`config.mk`:
```
export PLATFORM = sky130hd
export DESIGN_NAME = tx_packet_builder_flat
export DESIGN_NICKNAME = d
export VERILOG_FILES = /design/src/rtl/tx_packet_builder_if.sv /design/src/rtl/tx_packet_builder.sv /design/src/flat_wrapper.sv
export SDC_FILE = /design/constraint.sdc
export NUM_CORES = 1
export LEC_CHECK = 0
export BUFFER_PORTS_ARGS = -buffer_cell sky130_fd_sc_hd__buf_2
export CAP_MARGIN = 25
export CORE_MARGIN = 5
export CORE_UTILIZATION = 61
export CTS_BUF_LIST = sky130_fd_sc_hd__clkbuf_2 sky130_fd_sc_hd__clkbuf_4 sky130_fd_sc_hd__clkbuf_8
export CTS_CLUSTER_DIAMETER = 40
export CTS_CLUSTER_SIZE = 28
export DETAILED_ROUTE_END_ITERATION = 7
export GPL_TIMING_DRIVEN = 0
export PLACE_DENSITY_LB_ADDON = 0.3
export SYNTH_ARGS = -nofsm -noshare
export SYNTH_HDL_FRONTEND = slang
export SYNTH_SLANG_ARGS = --single-unit
```
`constraint.sdc`:
```
create_clock -name clock -period 5.8 [get_ports clock]
set_input_delay 0.29 -clock clock [delete_from_list [all_inputs] [get_ports clock]]
set_output_delay 0.29 -clock clock [all_outputs]
set_load 0.05 [all_outputs]
```
`src/rtl/tx_packet_builder_if.sv`:
```
// rtl/tx_packet_builder_if.sv - memory read port and packet stream bundle for tx_packet_builder
interface tx_packet_builder_if #(
  parameter int WORD_WIDTH = 16
);
  logic [WORD_WIDTH-1:0] address;
  logic                  wr_en;
  logic [WORD_WIDTH-1:0] mem_data_out;
  logic [WORD_WIDTH-1:0] tx_data;
  logic                  tx_valid;
  logic                  tx_ready;
  logic                  tx_last;

  // Builder side: drives the memory address and the packet stream.
  modport master (
    output address,
    output wr_en,
    input  mem_data_out,
    output tx_data,
    output tx_valid,
    input  tx_ready,
    output tx_last
  );

  // Memory / radio side.
  modport slave (
    input  address,
    input  wr_en,
    output mem_data_out,
    input  tx_data,
    input  tx_valid,
    output tx_ready,
    input  tx_last
  );
endinterface

```
`src/rtl/tx_packet_builder.sv`:
```
// rtl/tx_packet_builder.sv - reads the known-sink table and streams a routing/feedback packet
module tx_packet_builder #(
  parameter int                    WORD_WIDTH      = 16,
  parameter logic [WORD_WIDTH-1:0] SINK_COUNT_ADDR = 'h0688,
  parameter logic [WORD_WIDTH-1:0] SINK_BASE_ADDR  = 'h0008,
  parameter int                    MAX_SINKS       = 16
) (
  input  logic                  clock,
  input  logic                  nrst,
  input  logic                  start,
  input  logic [WORD_WIDTH-1:0] my_node_id,
  input  logic [WORD_WIDTH-1:0] my_battery_stat,
  input  logic [WORD_WIDTH-1:0] my_value,
  input  logic [WORD_WIDTH-1:0] my_cluster_id,
  input  logic [WORD_WIDTH-1:0] nexthop,
  output logic                  done,
  tx_packet_builder_if.master   bus
);

  // Count width holds 0..MAX_SINKS; the sink index shares it.
  localparam int CW = $clog2(MAX_SINKS + 1);

  typedef enum logic [2:0] {
    S_IDLE,
    S_RD_CNT,
    S_LAT_CNT,
    S_SEND_HDR,
    S_RD_SINK,
    S_LAT_SINK,
    S_SEND_SINK,
    S_FIN
  } state_t;

  state_t                r_state;
  logic [WORD_WIDTH-1:0] r_src;
  logic [WORD_WIDTH-1:0] r_dst;
  logic [WORD_WIDTH-1:0] r_bat;
  logic [WORD_WIDTH-1:0] r_val;
  logic [WORD_WIDTH-1:0] r_clu;
  logic [CW-1:0]         r_n;
  logic [2:0]            r_idx;
  logic [CW-1:0]         r_j;
  logic [WORD_WIDTH-1:0] r_address;
  logic [WORD_WIDTH-1:0] r_tx_data;
  logic                  r_tx_valid;
  logic                  r_tx_last;
  logic                  r_done;

  logic                  w_xfer;
  logic [CW-1:0]         w_n_cap;
  logic [2:0]            w_idx_next;
  logic [WORD_WIDTH-1:0] w_hdr_word;
  logic [CW-1:0]         w_j_next;
  logic [WORD_WIDTH-1:0] w_sink_addr_next;
  logic                  w_sink_last;

  assign w_xfer           = r_tx_valid && bus.tx_ready;
  assign w_idx_next       = r_idx + 3'd1;
  assign w_j_next         = r_j + CW'(1);
  assign w_sink_addr_next = SINK_BASE_ADDR + WORD_WIDTH'({w_j_next, 1'b0});
  assign w_sink_last      = (r_j == (r_n - CW'(1)));

  // Clamp the stored sink count to the table capacity (full-width compare).
  always_comb begin
    w_n_cap = bus.mem_data_out[CW-1:0];
    if (bus.mem_data_out > WORD_WIDTH'(MAX_SINKS)) begin
      w_n_cap = CW'(MAX_SINKS);
    end
  end

  // Header word that follows the one currently on the stream (W1..W5).
  always_comb begin
    w_hdr_word = WORD_WIDTH'(r_n);
    case (w_idx_next)
      3'd1:    w_hdr_word = r_dst;
      3'd2:    w_hdr_word = r_bat;
      3'd3:    w_hdr_word = r_val;
      3'd4:    w_hdr_word = r_clu;
      default: w_hdr_word = WORD_WIDTH'(r_n);
    endcase
  end

  // Packet sequencer: every output is registered so the stream holds steady under stalls.
  always_ff @(posedge clock or negedge nrst) begin
    if (!nrst) begin
      r_state    <= S_IDLE;
      r_src      <= '0;
      r_dst      <= '0;
      r_bat      <= '0;
      r_val      <= '0;
      r_clu      <= '0;
      r_n        <= '0;
      r_idx      <= '0;
      r_j        <= '0;
      r_address  <= '0;
      r_tx_data  <= '0;
      r_tx_valid <= 1'b0;
      r_tx_last  <= 1'b0;
      r_done     <= 1'b0;
    end else begin
      case (r_state)
        S_IDLE: begin
          r_address  <= '0;
          r_tx_valid <= 1'b0;
          r_tx_last  <= 1'b0;
          if (start) begin
            r_src     <= my_node_id;
            r_dst     <= nexthop;
            r_bat     <= my_battery_stat;
            r_val     <= my_value;
            r_clu     <= my_cluster_id;
            r_done    <= 1'b0;
            r_address <= SINK_COUNT_ADDR;
            r_state   <= S_RD_CNT;
          end
        end
        S_RD_CNT: begin
          r_state <= S_LAT_CNT;
        end
        S_LAT_CNT: begin
          // Count read data is on the bus now; W0 goes out next cycle.
          r_n        <= w_n_cap;
          r_idx      <= 3'd0;
          r_tx_data  <= r_src;
          r_tx_valid <= 1'b1;
          r_tx_last  <= 1'b0;
          r_state    <= S_SEND_HDR;
        end
        S_SEND_HDR: begin
          if (w_xfer) begin
            if (r_idx != 3'd5) begin
              r_idx     <= w_idx_next;
              r_tx_data <= w_hdr_word;
              r_tx_last <= (w_idx_next == 3'd5) && (r_n == '0);
            end else if (r_n == '0) begin
              r_tx_valid <= 1'b0;
              r_tx_last  <= 1'b0;
              r_state    <= S_FIN;
            end else begin
              r_j        <= '0;
              r_address  <= SINK_BASE_ADDR;
              r_tx_valid <= 1'b0;
              r_tx_last  <= 1'b0;
              r_state    <= S_RD_SINK;
            end
          end
        end
        S_RD_SINK: begin
          r_state <= S_LAT_SINK;
        end
        S_LAT_SINK: begin
          r_tx_data  <= bus.mem_data_out;
          r_tx_valid <= 1'b1;
          r_tx_last  <= w_sink_last;
          r_state    <= S_SEND_SINK;
        end
        S_SEND_SINK: begin
          if (w_xfer) begin
            r_tx_valid <= 1'b0;
            r_tx_last  <= 1'b0;
            if (w_sink_last) begin
              r_state <= S_FIN;
            end else begin
              r_j       <= w_j_next;
              r_address <= w_sink_addr_next;
              r_state   <= S_RD_SINK;
            end
          end
        end
        S_FIN: begin
          r_done    <= 1'b1;
          r_address <= '0;
          r_state   <= S_IDLE;
        end
        default: begin
          r_state <= S_IDLE;
        end
      endcase
    end
  end

  assign bus.address  = r_address;
  assign bus.wr_en    = 1'b0;
  assign bus.tx_data  = r_tx_data;
  assign bus.tx_valid = r_tx_valid;
  assign bus.tx_last  = r_tx_last;
  assign done         = r_done;

endmodule

```
`src/flat_wrapper.sv`:
```
// flat-port wrapper written by rule: the top's interface ports become plain ports
module tx_packet_builder_flat 
#(
  parameter int                    WORD_WIDTH      = 16,
  parameter logic [WORD_WIDTH-1:0] SINK_COUNT_ADDR = 'h0688,
  parameter logic [WORD_WIDTH-1:0] SINK_BASE_ADDR  = 'h0008,
  parameter int                    MAX_SINKS       = 16
)
  (clock, nrst, start, my_node_id, my_battery_stat, my_value, my_cluster_id, nexthop, done, bus_address, bus_wr_en, bus_mem_data_out, bus_tx_data, bus_tx_valid, bus_tx_ready, bus_tx_last);
  tx_packet_builder_if #(.WORD_WIDTH(WORD_WIDTH)) bus_i ();
  input  logic clock;
  input  logic nrst;
  input  logic start;
  input  logic [WORD_WIDTH-1:0] my_node_id;
  input  logic [WORD_WIDTH-1:0] my_battery_stat;
  input  logic [WORD_WIDTH-1:0] my_value;
  input  logic [WORD_WIDTH-1:0] my_cluster_id;
  input  logic [WORD_WIDTH-1:0] nexthop;
  output logic done;
  output wire logic [$bits(bus_i.address)-1:0] bus_address;
  output wire logic [$bits(bus_i.wr_en)-1:0] bus_wr_en;
  input wire logic [$bits(bus_i.mem_data_out)-1:0] bus_mem_data_out;
  output wire logic [$bits(bus_i.tx_data)-1:0] bus_tx_data;
  output wire logic [$bits(bus_i.tx_valid)-1:0] bus_tx_valid;
  input wire logic [$bits(bus_i.tx_ready)-1:0] bus_tx_ready;
  output wire logic [$bits(bus_i.tx_last)-1:0] bus_tx_last;
  assign bus_address = bus_i.address;
  assign bus_wr_en = bus_i.wr_en;
  assign bus_i.mem_data_out = bus_mem_data_out;
  assign bus_tx_data = bus_i.tx_data;
  assign bus_tx_valid = bus_i.tx_valid;
  assign bus_i.tx_ready = bus_tx_ready;
  assign bus_tx_last = bus_i.tx_last;
  tx_packet_builder #(.WORD_WIDTH(WORD_WIDTH), .SINK_COUNT_ADDR(SINK_COUNT_ADDR), .SINK_BASE_ADDR(SINK_BASE_ADDR), .MAX_SINKS(MAX_SINKS)) u_core (.clock(clock), .nrst(nrst), .start(start), .my_node_id(my_node_id), .my_battery_stat(my_battery_stat), .my_value(my_value), .my_cluster_id(my_cluster_id), .nexthop(nexthop), .done(done), .bus(bus_i));
endmodule
```
# Word level (Yosys, flattened, before mapping)
# Cells that the tools add are included.
# W data, S select, Z words.
dict set report op_classes {
  muxes 37
  n_addsub 4
  n_eq_ne 21
  n_reduce_logical 22
  order_cmp 1
}
# op n
set op_table {}
lappend op_table {{$pmux W16 S4} 2}
lappend op_table {{$mux W16} 7}
lappend op_table {{$pmux W16 S3} 1}
lappend op_table {{$mux W5} 6}
lappend op_table {{$pmux W3 S8} 1}
lappend op_table {{$eq A3 B3 Y1 const B} 6}
lappend op_table {{$mux W3} 6}
lappend op_table {{$gt A16 B5 Y1 const B} 1}
lappend op_table {{$eq A3 B2 Y1 const B} 4}
lappend op_table {{$reduce_and A6 Y1} 2}
lappend op_table {{$reduce_bool A4 Y1} 3}
lappend op_table {{$mux W11} 1}
lappend op_table {{$pmux W5 S2} 1}
lappend op_table {{$reduce_and A3 Y1} 3}
lappend op_table {{$ne A2 B2 Y1 const B} 4}
lappend op_table {{$pmux W1 S4} 2}
lappend op_table {{$reduce_and A4 Y1} 2}
lappend op_table {{$add A4 B6 Y7 const A} 1}
lappend op_table {{$eq A3 B1 Y1 const B} 2}
lappend op_table {{$mux W1} 6}
lappend op_table {{$ne A2 B1 Y1 const B} 3}
lappend op_table {{$pmux W3 S2} 1}
lappend op_table {{$reduce_bool A2 Y1} 3}
lappend op_table {{$add A5 B1 Y5 const B} 1}
lappend op_table {{12 further kinds} 16}
dict set report word_totals {
  elab_cells 99
  ff_bits 131
  out_inout_bits 36
}

# Logic depth before layout (Yosys ltp)
# Gate-level depths: netlist (run 1).
dict set report logic_depth {
  depth_word 6
  ltp_mapped 10
  ltp_nobuf 8
}

# Worst setup path after synthesis (run 1)
# No wires, ideal clock.
dict set report synth_timing {
  path_kind {register to register}
  start {reg u_core.r_idx[0]}
  end {reg u_core.r_tx_data[10] (netlist: u_core.bus.tx_data[10])}
  arrival_ps 2137
  setup_slack_ps 3531
  period_less_slack_ps 2269
  setup_ps 132
  path_buffers 1
  stages_incl_launch_ff 10
  required_ps 5668
  cell_sequence {dfrtp_1 -> ha_1 -> ha_1 -> inv_2 -> or4_4 -> o211ai_2 -> nor2_2 -> buf_6 -> a222oi_1 -> o21ai_1}
}
dict set report synth_between {
  elab_chain_cells 6
  word_cells_on_any_way 12
  cone_classes {1 x add/sub; 6 x eq/ne; 4 x mux; 1 x reduce/logical}
}
# item line
set synth_rtl {}
lappend synth_rtl {{start, declared} tx_packet_builder.sv:41} ;# logic [2:0] r_idx;
lappend synth_rtl {{start signal, assigned} tx_packet_builder.sv:132} ;# r_idx <= w_idx_next;
lappend synth_rtl {{$add A3 B1 Y3} tx_packet_builder.sv:58} ;# assign w_idx_next = r_idx + 3'd1;
lappend synth_rtl {{$eq A3 B3 Y1, or another cell as far along} tx_packet_builder.sv:74} ;# case (w_idx_next)
lappend synth_rtl {{$pmux W16 S4} tx_packet_builder.sv:74}
lappend synth_rtl {{$mux W16} tx_packet_builder.sv:131} ;# if (r_idx != 3'd5) begin
lappend synth_rtl {{$mux W16} tx_packet_builder.sv:130} ;# if (w_xfer) begin
lappend synth_rtl {{$pmux W16 S3} tx_packet_builder.sv:101} ;# case (r_state)
lappend synth_rtl {{end signal, assigned} tx_packet_builder.sv:124} ;# r_tx_data <= r_src;
lappend synth_rtl {{end signal, assigned} tx_packet_builder.sv:133} ;# r_tx_data <= w_hdr_word;
lappend synth_rtl {{end signal, assigned} tx_packet_builder.sv:152} ;# r_tx_data <= bus.mem_data_out;
lappend synth_rtl {{end, declared} tx_packet_builder.sv:44} ;# logic [WORD_WIDTH-1:0] r_tx_data;
# Several ways; a longest one is shown, not always the timed one. The select of a mux whose other input is x is not followed.
# A chain may end at the register's enable or synchronous reset.

# Worst setup path after layout (run 1)
dict set report layout_timing {
  start {reg u_core.r_idx[0]}
  end {reg u_core.r_tx_data[8] (netlist: u_core.bus.tx_data[8])}
}
# Same word-level chain as after synthesis.

==> flow_summary_export.csv, run 1 <==
group,metric,value,unit
run_status,status,"finished, final reports clean",
final_layout,multi_input_area,2711,um^2
critical_path,path_cells,"ha_1, ha_1, inv_2, or4_4, o211ai_2, nor2_2, buf_6, a222oi_1, o21ai_1",
global_routing,grt_pass1_vias,4965,
place,gp_congestion,0.8982,
pwr,p_seq_share,38.1,%
pwr,p_comb_share,41.0,%
clocking,clk_latency,0.45,ns
clocking,ctsLongestPathBuffers,2,
global_routing,grt_util_all_layers,27.83,%
synthesis,ys_ff_latch,122,
floorplanning,die_w,109.4,um
critical_path,ff2ff_path_depth,9,
timing,drv_slew,0,
detailed_routing,wl_per_cell,19.36,um
critical_path,crit_path_top_delay_cell,"or4_4",
pwr,ir_drop,0.0002576,V
job,cap_viol_max_count,0,
pwr,power.density,486.7,nW/um^2
detailed_routing,wl,16090,um
pwr,clkPwrFrac,20.9,%
place,dp_hpwl,11790,um
final_layout,drive_gt1_share,40.11,%
synthesis,synth_warnings,0,
detailed_routing,route.detailed.drc,0,
pwr,p_total,3547,uW
clocking,clkTransAtPathRegs,0.08,ns
timing,fmax,0.3836,GHz
clocking,cts_tree,"yes",
timing,clock-skew-final,0.01372,ns
clocking,cts_resized,0,
place,place_ws,3.233,ns
detailed_routing,dr.first_iter.drc_count,436,
synthesis,netlist_instances,530,
critical_path,cp.depth,9,
clocking,cts_setup_buffers,0,
global_routing,grt_max_degree,86,
pwr,p_switching,1467,uW
critical_path,critPathArrivalTime,2.93,ns
final_layout,n_fill_cell,694,
pwr,p_leak,0.003543,uW
global_routing,antenna_found_initial,0,
timing,timing.final.crit_period,2.607,ns
clocking,postCtsHoldBufs,1,
detailed_routing,vias_per_cell,6.055,
critical_path,required,6.13,ns
synthesis,synth.cell_area,6032,um^2
clocking,cts_root_buffer,"clkbuf_8",
critical_path,max_stage_delay,0.43,ns
floorplanning,core,9729,um^2
final_layout,syn_to_final_growth,20.83,%
detailed_routing,vias,5032,
timing,fin_crit_sh,44.94,%
critical_path,crit_family,"compound AO/OA/AOI/OAI gates",
final_layout,antenna_cells,0,
global_routing,grt_pass1_wl,25100,um
synthesis,ys_seq_area_share,50.61,%
timing,timing.hold.ws,0.06345,ns
pwr,p_sw_share,41.34,%
floorplanning,io_pins,136,
timing,rsz0062_at_grt,"false",
final_layout,ff_latch_area,3053,um^2
synthesis,synth.avg_cell_area,11.38,um^2
floorplanning,rows,36,
critical_path,worstSetupEndpointType,"flop",
detailed_routing,postRouteAntennaNets,0,
clocking,cts.sinks,122,
timing,setup_viol,0,
critical_path,worst-path-buf-inv,2,
critical_path,worst-path-max-fanout,10,
critical_path,r2r_slack,3.19,ns
pwr,power.internal,2081,uW
final_layout,final_net_count,793,
synthesis,synthDistinctLibCells,61,
clocking,h-tree-depth,4,
clocking,cts_buffers,17,
timing,tns,0,ns
synthesis,synth_edf_count,0,
floorplanning,die_h,109.4,um
synthesis,synthArstFlopShare,100.0,%
timing,relSlewSlack,59.29,%
critical_path,path_class,"reg -> reg",
critical_path,critPathMostFrequentCell,"ha_1",
detailed_routing,firstDrtPassIters,7,
floorplanning,die_area,11980,um^2
timing,tightest_slew,0.6106,ns
final_layout,final_util,74.91,%
hold_path,min_path_type,"in -> reg",
global_routing,grt_overflow,0,
place,io_buffer_count,127,
floorplanning,start_util,62.00,%
synthesis,synth_ff_type,"dfrtp_1",
critical_path,start_kind,"flop",
hold_path,hold_depth,2,
timing,setup_ws,3.193,ns
timing,finalHoldViolCount,0,
[final timing paths]
check                                             startpoint                                end
min in group asynchronous                               nrst  u_core.bus.address[2]$_DFFE_PN0P_
setup reg to reg                 u_core.r_idx[0]$_DFFE_PN0P_  u_core.bus.tx_data[8]$_DFFE_PN0P_
hold / removal                                my_node_id[12]       u_core.r_src[12]$_DFFE_PN0P_
hold reg to reg            u_core.bus.tx_data[5]$_DFFE_PN0P_  u_core.bus.tx_data[5]$_DFFE_PN0P_
max in group asynchronous                               nrst        u_core.r_bat[2]$_DFFE_PN0P_
setup / recovery                 u_core.r_idx[0]$_DFFE_PN0P_  u_core.bus.tx_data[8]$_DFFE_PN0P_
[synthesized netlist by cell type, types with 3 or more instances]
cell type | count | area (um^2)
a21oi_1 | 12 | 60.06
nor3_1 | 4 | 20.02
mux2_2 | 81 | 912.1
buf_6 | 3 | 33.78
o21ai_1 | 13 | 65.06
o221ai_1 | 7 | 61.31
clkbuf_1 | 19 | 71.32
nand2b_1 | 10 | 62.56
buf_2 | 13 | 65.06
a222oi_1 | 27 | 270.3
nor4_1 | 4 | 25.02
xnor2_1 | 4 | 35.03
or3_1 | 3 | 18.77
a22oi_1 | 5 | 37.54
buf_4 | 10 | 75.07
nand2_1 | 55 | 206.5
a21o_1 | 4 | 30.03
dfrtp_1 | 122 | 3053
o21ai_0 | 28 | 140.1
xor2_1 | 6 | 52.55
nand3_1 | 9 | 45.04
ha_1 | 8 | 100.1
mux2i_1 | 3 | 30.03
a22o_1 | 18 | 157.7
inv_1 | 10 | 37.54
nor2_1 | 11 | 41.29
[cells by family (layout without fill, tap and decap cells)]
family | Yosys count | in the layout | synth area share, %
buffers and inverters | 58 | 219 | 4.874
AOI/OAI and AO/OA | 131 | 131 | 16.08
adders and majority gates | 8 | 8 | 1.659
DFF | 122 | 122 | 50.61
and+or+nand+nor | 114 | 114 | 9.148
xor gates and xnor gates | 10 | 10 | 1.452
muxes | 86 | 86 | 16.12
other | 1 | 8 | 0.06217
[cell type report]
class | instances | share of cell area [%]
plain buffers | 47 | 3.468
clock buffers | 20 | 3.691
clock inverters | 12 | 1.579
inverters | 11 | 0.5665
multi-input cells | 357 | 37.20
flip-flops and latches | 122 | 41.89
well taps | 133 | 2.283
repair buffers | 129 | 9.322
[flip-flops by register name (all words and copies together), names as in the netlist]
register,count
u_core.r_idx,3
u_core.r_dst,16
u_core.bus.tx_valid,1
u_core.r_val,16
u_core.r_src,16
u_core.bus.tx_last,1
u_core.done,1
u_core.r_clu,16
u_core.r_bat,16
u_core.r_state,3
u_core.r_j,5
u_core.bus.tx_data,16
u_core.r_n,5
u_core.bus.address,7
[power groups by stage]
stage / logic (uW) / clock network (uW) / registers (uW)
6_report: 1460 / 741 / 1350
5_1_grt: 1580 / 785 / 1380
4_1_cts: 1440 / 741 / 1350
3_5_place_dp: 1430 / 0 / 1360
3_3_place_gp: 1390 / 0 / 1330
2_1_floorplan: 843 / 0 / 1530
[cells in the final DEF (no fill, tap or decap), drive strengths merged, types with 3 or more instances in the layout]
master,synthesis,layout
mux2i,3,3
a22oi,5,5
clkinvlp,0,3
inv,11,15
mux2,83,83
xor2,6,6
nand2,56,56
conb,1,8
clkbuf,19,39
o221ai,7,7
or3,3,3
ha,8,8
nand2b,10,10
xnor2,4,4
nand3,9,9
nor2,13,13
a21o,4,4
a21oi,12,12
clkinv,0,4
buf,28,156
dfrtp,122,122
nor4,4,4
and2,3,3
nor3,4,4
o21ai,42,42
a222oi,27,27
a22o,18,18
[through the flow]
| stage | cell area, um^2 | std cells |
|---|---|---|
| 2_1_floorplan | 6058 | 537 |
| 3_3_place_gp | 6860 | 797 |
| 3_5_place_dp | 6894 | 798 |
| 4_1_cts | 7288 | 831 |
| 5_1_grt | 7288 | 831 |
| 6_report | 7288 | 831 |
[layer usage]
metal	share of wire (%)	vias to the layer above	track usage, %
met4	2.8	0	11.67
met3	8.9	42	7.927
li1	-	2269	-
met5	0	-	0
met2	47	256	43.98
met1	41	2465	36.08
Power figures use the tool's default switching activity.
==> run 2: changes to the inputs <==
--- a/config.mk
+++ b/config.mk
@@ -5,10 +5,11 @@
 export SDC_FILE = /design/constraint.sdc
 export NUM_CORES = 1
 export LEC_CHECK = 0
+export ABC_AREA = 1
 export BUFFER_PORTS_ARGS = -buffer_cell sky130_fd_sc_hd__buf_2
 export CAP_MARGIN = 25
 export CORE_MARGIN = 5
-export CORE_UTILIZATION = 61
+export CORE_UTILIZATION = 51
 export CTS_BUF_LIST = sky130_fd_sc_hd__clkbuf_2 sky130_fd_sc_hd__clkbuf_4 sky130_fd_sc_hd__clkbuf_8
 export CTS_CLUSTER_DIAMETER = 40
 export CTS_CLUSTER_SIZE = 28
==> constraint.sdc (replaced) <==
create_clock -name clock -period 2.3 [get_ports clock]
set_input_delay 0.115 -clock clock [delete_from_list [all_inputs] [get_ports clock]]
set_output_delay 0.115 -clock clock [all_outputs]
set_load 0.05 [all_outputs]
==> run 2 against run 1 <==
  * Synthesized area down 1.0%
  * Largest cell class unchanged
  * Power rose to 2.8 times the previous value
  * Setup slack worse by 3.1 ns
  * Largest power group unchanged
  * Clock power rose to 2.6 times the previous value
  * Highest routed layer unchanged
==> flow_summary_export.csv, run 2 <==
group,metric,value,unit
timing,fin_crit_sh,96.49,%
timing,tightest_slew,0.6408,ns
critical_path,ff2ff_path_depth,8,
final_layout,final_net_count,1119,
timing,drv_slew,0,
floorplanning,start_util,52.07,%
floorplanning,io_pins,136,
detailed_routing,wl_per_cell,15.61,um
critical_path,r2r-end,"u_core.bus.tx_data[1]$_DFFE_PN0P_",
detailed_routing,postRouteAntennaNets,0,
timing,relSlewSlack,57.28,%
synthesis,synth.avg_cell_area,7.734,um^2
critical_path,start_kind,"flop",
final_layout,layout_commonest_cell,"nand2_1",
final_layout,syn_to_final_growth,35.86,%
synthesis,synth_warnings,0,
critical_path,r2r_slack,0.08,ns
detailed_routing,route.detailed.drc,0,
global_routing,grt_max_degree,102,
floorplanning,die_h,118.2,um
global_routing,grt_pass1_wl,29590,um
floorplanning,rows,39,
global_routing,antenna_found_initial,0,
run_status,status,"finished, final reports clean",
hold_path,min_path_type,"in -> reg",
critical_path,critPathLaunch,"u_core.r_idx[0]$_DFFE_PN0P_",
place,dp_hpwl,11870,um
synthesis,synth_edf_count,0,
global_routing,grt_util_all_layers,26.36,%
global_routing,grt_pass1_vias,5995,
place,gp_congestion,0.9030,
synthesis,synth_most_common_cell,"nand2_1",
synthesis,ys_ff_latch,122,
clocking,cts_tree,"yes",
global_routing,grt_overflow,0,
timing,setup_viol,0,
timing,fmax,0.4506,GHz
clocking,h-tree-depth,4,
timing,finalHoldViolCount,0,
critical_path,path_class,"reg -> reg",
place,place_ws,-0.04222,ns
detailed_routing,wl,18210,um
pwr,power.density,1220,nW/um^2
timing,rsz0062_at_grt,"true",
timing,clock-skew-final,0.01322,ns
place,io_buffer_count,127,
synthesis,synth_common_cells,"nand2_1 (308), dfrtp_1 (122), inv_1 (76)",
pwr,ir_drop,0.001008,V
timing,setup_ws,0.08082,ns
synthesis,ys_seq_area_share,51.13,%
synthesis,synth_area_leaders,"dfrtp_1 (51%), nand2_1 (19%), o21ai_0 (5.7%)",
final_layout,antenna_cells,0,
detailed_routing,vias,5977,
synthesis,netlist_instances,772,
detailed_routing,firstDrtPassIters,5,
final_layout,drive_gt1_share,20.31,%
pwr,p_leak,0.004240,uW
critical_path,crit-reg2reg-launch,"u_core.r_idx[0]$_DFFE_PN0P_",
final_layout,final_cell_mix,"nand2_1 (307), buf_2 (141), dfrtp_1 (122)",
synthesis,synth_top_area_share,51.13,%
floorplanning,die_w,118.2,um
clocking,clkTransAtPathRegs,0.08,ns
clocking,cts_root_buffer,"clkbuf_8",
clocking,clk_latency,0.44,ns
floorplanning,core,11470,um^2
critical_path,worstSetupEndpointType,"flop",
synthesis,synth.cell_area,5971,um^2
detailed_routing,vias_per_cell,5.122,
floorplanning,die_area,13970,um^2
timing,timing.final.crit_period,2.219,ns
critical_path,required,2.62,ns
pwr,p_total,9898,uW
synthesis,yosysTopAreaCell,"dfrtp_1",
critical_path,worst-path-max-fanout,15,
timing,tns,0,ns
job,cap_viol_max_count,0,
critical_path,critPathArrivalTime,2.54,ns
clocking,cts_buffers,17,
detailed_routing,dr.first_iter.drc_count,611,
clocking,cts.sinks,122,
synthesis,synthDistinctLibCells,29,
synthesis,synthArstFlopShare,100.0,%
synthesis,synth_ff_type,"dfrtp_1",
critical_path,crit_end,"u_core.bus.tx_data[1]$_DFFE_PN0P_",
clocking,ctsLongestPathBuffers,2,
[run 2: worst min path at each step]
stage | start | endpoint | slack (ns) | depth (start not counted)
4_1_cts | bus_mem_data_out[14] | u_core.bus.tx_data[14]$_DFFE_PN0P_ | 0.01 | 3
6_report | start | u_core.bus.address[3]$_DFFE_PN0P_ | 0.03 | 3
5_1_grt | bus_mem_data_out[14] | u_core.bus.tx_data[14]$_DFFE_PN0P_ | 0.01 | 3
3_3_place_gp | my_battery_stat[2] | u_core.r_bat[2]$_DFFE_PN0P_ | 0.32 | 3
2_1_floorplan | nrst | u_core.bus.address[1]$_DFFE_PN0P_ | -0.18 | 0
3_5_place_dp | nrst | u_core.r_src[8]$_DFFE_PN0P_ | -0.02 | 1
[run 2: stage by stage]
stage	util, %	cell area (um^2)	hold slack (ns)	instances
6_report	70.74	8112	0.03127	1167
5_1_grt	70.74	8112	0.01414	1167
4_1_cts	70.63	8099	0.01138	1167
3_5_place_dp	59.69	6845	-0.02081	1050
3_3_place_gp	59.40	6812	0.3170	1049
2_1_floorplan	-	5997	-0.1806	779
[run 2: logic make-up (layout without fill, tap and decap cells)]
group | count (synthesis) | after routing | share of synthesized area [%]
other | 1 | 8 | 0.06281
adder cells (fa/ha/maj) | 8 | 8 | 1.677
AO/OA/AOI/OAI | 119 | 119 | 10.98
XOR/XNOR | 4 | 4 | 0.5867
AND/OR/NAND/NOR | 397 | 397 | 26.76
buffers and inverters | 121 | 366 | 8.801
flip-flops | 122 | 122 | 51.13
[run 2: metal layers]
metal	track usage [%]	wire length, um	up-vias
met5	0	0	-
met3	5.826	1209	49
met4	9.247	502	0
li1	-	-	2910
met2	43.71	8885	231
met1	34.25	7617	2787
[run 2: final cells by class]
cell class              instances  area (um^2)
plain buffers                  39        222.7
clock buffers                  18        247.7
clock inverters                14        146.4
fillers                       915         3356
inverters                      81        306.5
multi-input cells             536         2426
flip-flops and latches        122         3053
well taps                     143        178.9
repair buffers                214         1530
[run 2: worst max-delay path, stage by stage (launching register included)]
cell and delay, ns:
dfrtp_1 0.40, ha_1 0.23, ha_1 0.34, nand2_1 0.16, inv_1 0.27, nand2_1 0.15, nand4_1 0.20, o211ai_1 0.27
a21oi_1 0.09
[run 2: power breakdown]
part	switching, uW	internal [uW]
sequential	471	3070
combinational	3080	1380
clock	903	993
total	4450	5450
[run 2: what timing repair did]
action,4_1_cts,5_1_grt
hold endpoints to repair,207,0
hold buffers,86,0
buffers inserted,0,0
resized for setup,2,7
setup endpoints to repair,11,10
gates cloned,0,0
==> run 3: changes to the inputs <==
--- a/config.mk
+++ b/config.mk
@@ -16,6 +16,7 @@
 export DETAILED_ROUTE_END_ITERATION = 7
 export GPL_TIMING_DRIVEN = 0
 export PLACE_DENSITY_LB_ADDON = 0.3
+export SETUP_SLACK_MARGIN = 0.3
 export SYNTH_ARGS = -nofsm -noshare
 export SYNTH_HDL_FRONTEND = slang
 export SYNTH_SLANG_ARGS = --single-unit
==> run 3 against run 2 <==
  * Largest cell class unchanged
  * Non-clock buffer count grew 9
  * Critical path type unchanged
  * Sequential power is essentially flat
  * Setup slack gained 0.25 ns
==> flow_summary_export.csv, run 3 (same netlist as run 2, synthesis figures left out) <==
group,metric,value,unit
global_routing,grt_util_all_layers,26.55,%
critical_path,r2r_slack,0.33,ns
floorplanning,core,11470,um^2
critical_path,path_class,"reg -> reg",
detailed_routing,dr.first_iter.drc_count,611,
critical_path,crit-reg2reg-launch,"u_core.r_idx[0]$_DFFE_PN0P_",
timing,timing.final.crit_period,1.966,ns
place,place_area,6845,um^2
timing,relSlewSlack,55.71,%
pwr,clkPwrFrac,18.8,%
clocking,clk_latency,0.44,ns
detailed_routing,vias,6099,
timing,fmax,0.5087,GHz
place,place_ws,-0.04222,ns
pwr,p_switching,4533,uW
pwr,p_total,10050,uW
detailed_routing,wl_per_cell,15.78,um
hold_path,hold_end,"u_core.bus.address[3]$_DFFE_PN0P_",
final_layout,n_fill_cell,880,
critical_path,r2r-end,"u_core.bus.tx_data[3]$_DFFE_PN0P_",
final_layout,ff_latch_area,3053,um^2
detailed_routing,wl_met3,1300,um
clocking,cts.sinks,122,
final_layout,drive_gt1_share,22.46,%
clocking,h-tree-depth,4,
final_layout,final_net_count,1128,
clocking,cts_root_buffer,"clkbuf_8",
timing,tightest_slew,0.6643,ns
pwr,p_leak,0.004263,uW
global_routing,grt_pass1_wl,29770,um
critical_path,start_kind,"flop",
clocking,ctsLongestPathBuffers,2,
pwr,power.density,1217,nW/um^2
final_layout,syn_to_final_growth,38.33,%
place,dp_hpwl,11870,um
pwr,power.internal,5520,uW
final_layout,post-route-cell-area,8259,um^2
final_layout,multi_input_area,2492,um^2
global_routing,grt_overflow,0,
clocking,cts_tree,"yes",
run_status,status,"finished, final reports clean",
job,cap_viol_max_count,0,
detailed_routing,postRouteAntennaNets,0,
pwr,p_sw_share,45.09,%
final_layout,antenna_cells,0,
place,io_buffer_count,127,
pwr,ir_drop,0.001017,V
final_layout,final_cell_mix,"nand2_1 (304), buf_2 (142), dfrtp_1 (122)",
timing,clock-skew-final,0.01366,ns
detailed_routing,dr_wl_met2,9069,um
clocking,cts_buffers,17,
detailed_routing,route.detailed.drc,0,
floorplanning,start_util,52.07,%
detailed_routing,firstDrtPassIters,6,
detailed_routing,top_layer,"met4",
floorplanning,die_area,13970,um^2
timing,setup_ws,0.3343,ns
floorplanning,rows,39,
critical_path,worstSetupEndpointType,"flop",
critical_path,worst-path-max-fanout,5,
global_routing,grt_max_degree,102,
critical_path,critPathArrivalTime,2.34,ns
critical_path,ff2ff_path_depth,11,
global_routing,grt_pass1_vias,6007,
place,gp_congestion,0.9030,
global_routing,antenna_found_initial,0,
detailed_routing,vias_per_cell,5.186,
timing,setup_viol,0,
detailed_routing,drt-met1-wl,7666,um
final_layout,layout_commonest_cell,"nand2_1",
critical_path,critPathLaunch,"u_core.r_idx[0]$_DFFE_PN0P_",
critical_path,required,2.67,ns
floorplanning,io_pins,136,
timing,rsz0062_at_grt,"true",
timing,finalHoldViolCount,0,
timing,drv_slew,0,
floorplanning,die_h,118.2,um
floorplanning,die_w,118.2,um
clocking,clkTransAtPathRegs,0.08,ns
hold_path,hold_depth,3,
pwr,p_seq_share,35.3,%
timing,fin_crit_sh,85.46,%
hold_path,min_path_type,"in -> reg",
pwr,p_comb_share,45.9,%
detailed_routing,wl,18560,um
hold_path,hold_path.startpoint,"start",
[run 3: changes by cell type in the layout (fill, tap and decap cells not counted), sizes merged]
cell    delta
clkbuf     -1
buf       +10
[run 3: power by group through the flow]
stage | clock [uW] | sequential, uW | combinational, uW
3_3_place_gp | 0 | 3540 | 4170
5_1_grt | 1990 | 3650 | 5100
2_1_floorplan | 0 | 4130 | 2470
6_report | 1890 | 3550 | 4610
4_1_cts | 1910 | 3530 | 4460
3_5_place_dp | 0 | 3560 | 4250
[run 3: repair_timing]
item / 4_1_cts / 5_1_grt
hold buffers: 86 / 0
endpoints found under the hold margin: 207 / 0
gates cloned: 1 / 1
resized for setup: 19 / 22
setup buffers: 1 / 5
pin swaps: 2 / 3
setup endpoints to repair: 16 / 80
[run 3: per-layer routing]
layer,track usage [%],up-vias
met5,0,-
met4,9.247,0
met3,5.826,57
met2,43.95,277
met1,34.61,2843
li1,-,2922
[run 3: worst max path at each step]
stage / depth (start not counted) / end / slack (ns)
after floorplan: 10 / u_core.bus.tx_data[3]$_DFFE_PN0P_ / 0.44
after global placement: 1 / u_core.r_val[7]$_DFFE_PN0P_ / -0.44
after detailed placement: 9 / u_core.bus.tx_data[8]$_DFFE_PN0P_ / -0.04
after CTS: 9 / u_core.bus.tx_data[11]$_DFFE_PN0P_ / 0.30
after global routing: 10 / u_core.bus.tx_data[6]$_DFFE_PN0P_ / 0.25
final: 11 / u_core.bus.tx_data[3]$_DFFE_PN0P_ / 0.33
[run 3: layout make-up]
| cell class | instances | share of cell area [%] |
|---|---|---|
| Clock buffer | 18 | 3.000 |
| Timing Repair Buffer | 222 | 19.19 |
| Tap cell | 143 | 2.166 |
| Buffer | 40 | 2.984 |
| Clock inverter | 14 | 1.772 |
| Multi-Input combinational cell | 536 | 30.18 |
| Sequential cell | 122 | 36.96 |
| Inverter | 81 | 3.742 |
[run 3: critical path, stage by stage (launching register included)]
cell     delay [ns]
dfrtp_1        0.40
ha_2           0.22
ha_4           0.30
inv_1          0.06
nand2_1        0.08
nand2_2        0.07
nor3_4         0.24
buf_6          0.16
a21oi_1        0.04
nand2_1        0.12
nand3_2        0.09
a21oi_2        0.13
[run 3: stage by stage]
step                cells  TNS (ns)  util [%]  hold slack, ns
finish               1176         0     72.02         0.03326
global route         1176         0     72.02         0.01414
CTS                  1170         0     71.26         0.01138
detailed placement   1050   -0.2588     59.69        -0.02081
global placement     1049    -51.79     59.40          0.3170
floorplan             779         0         -         -0.1806
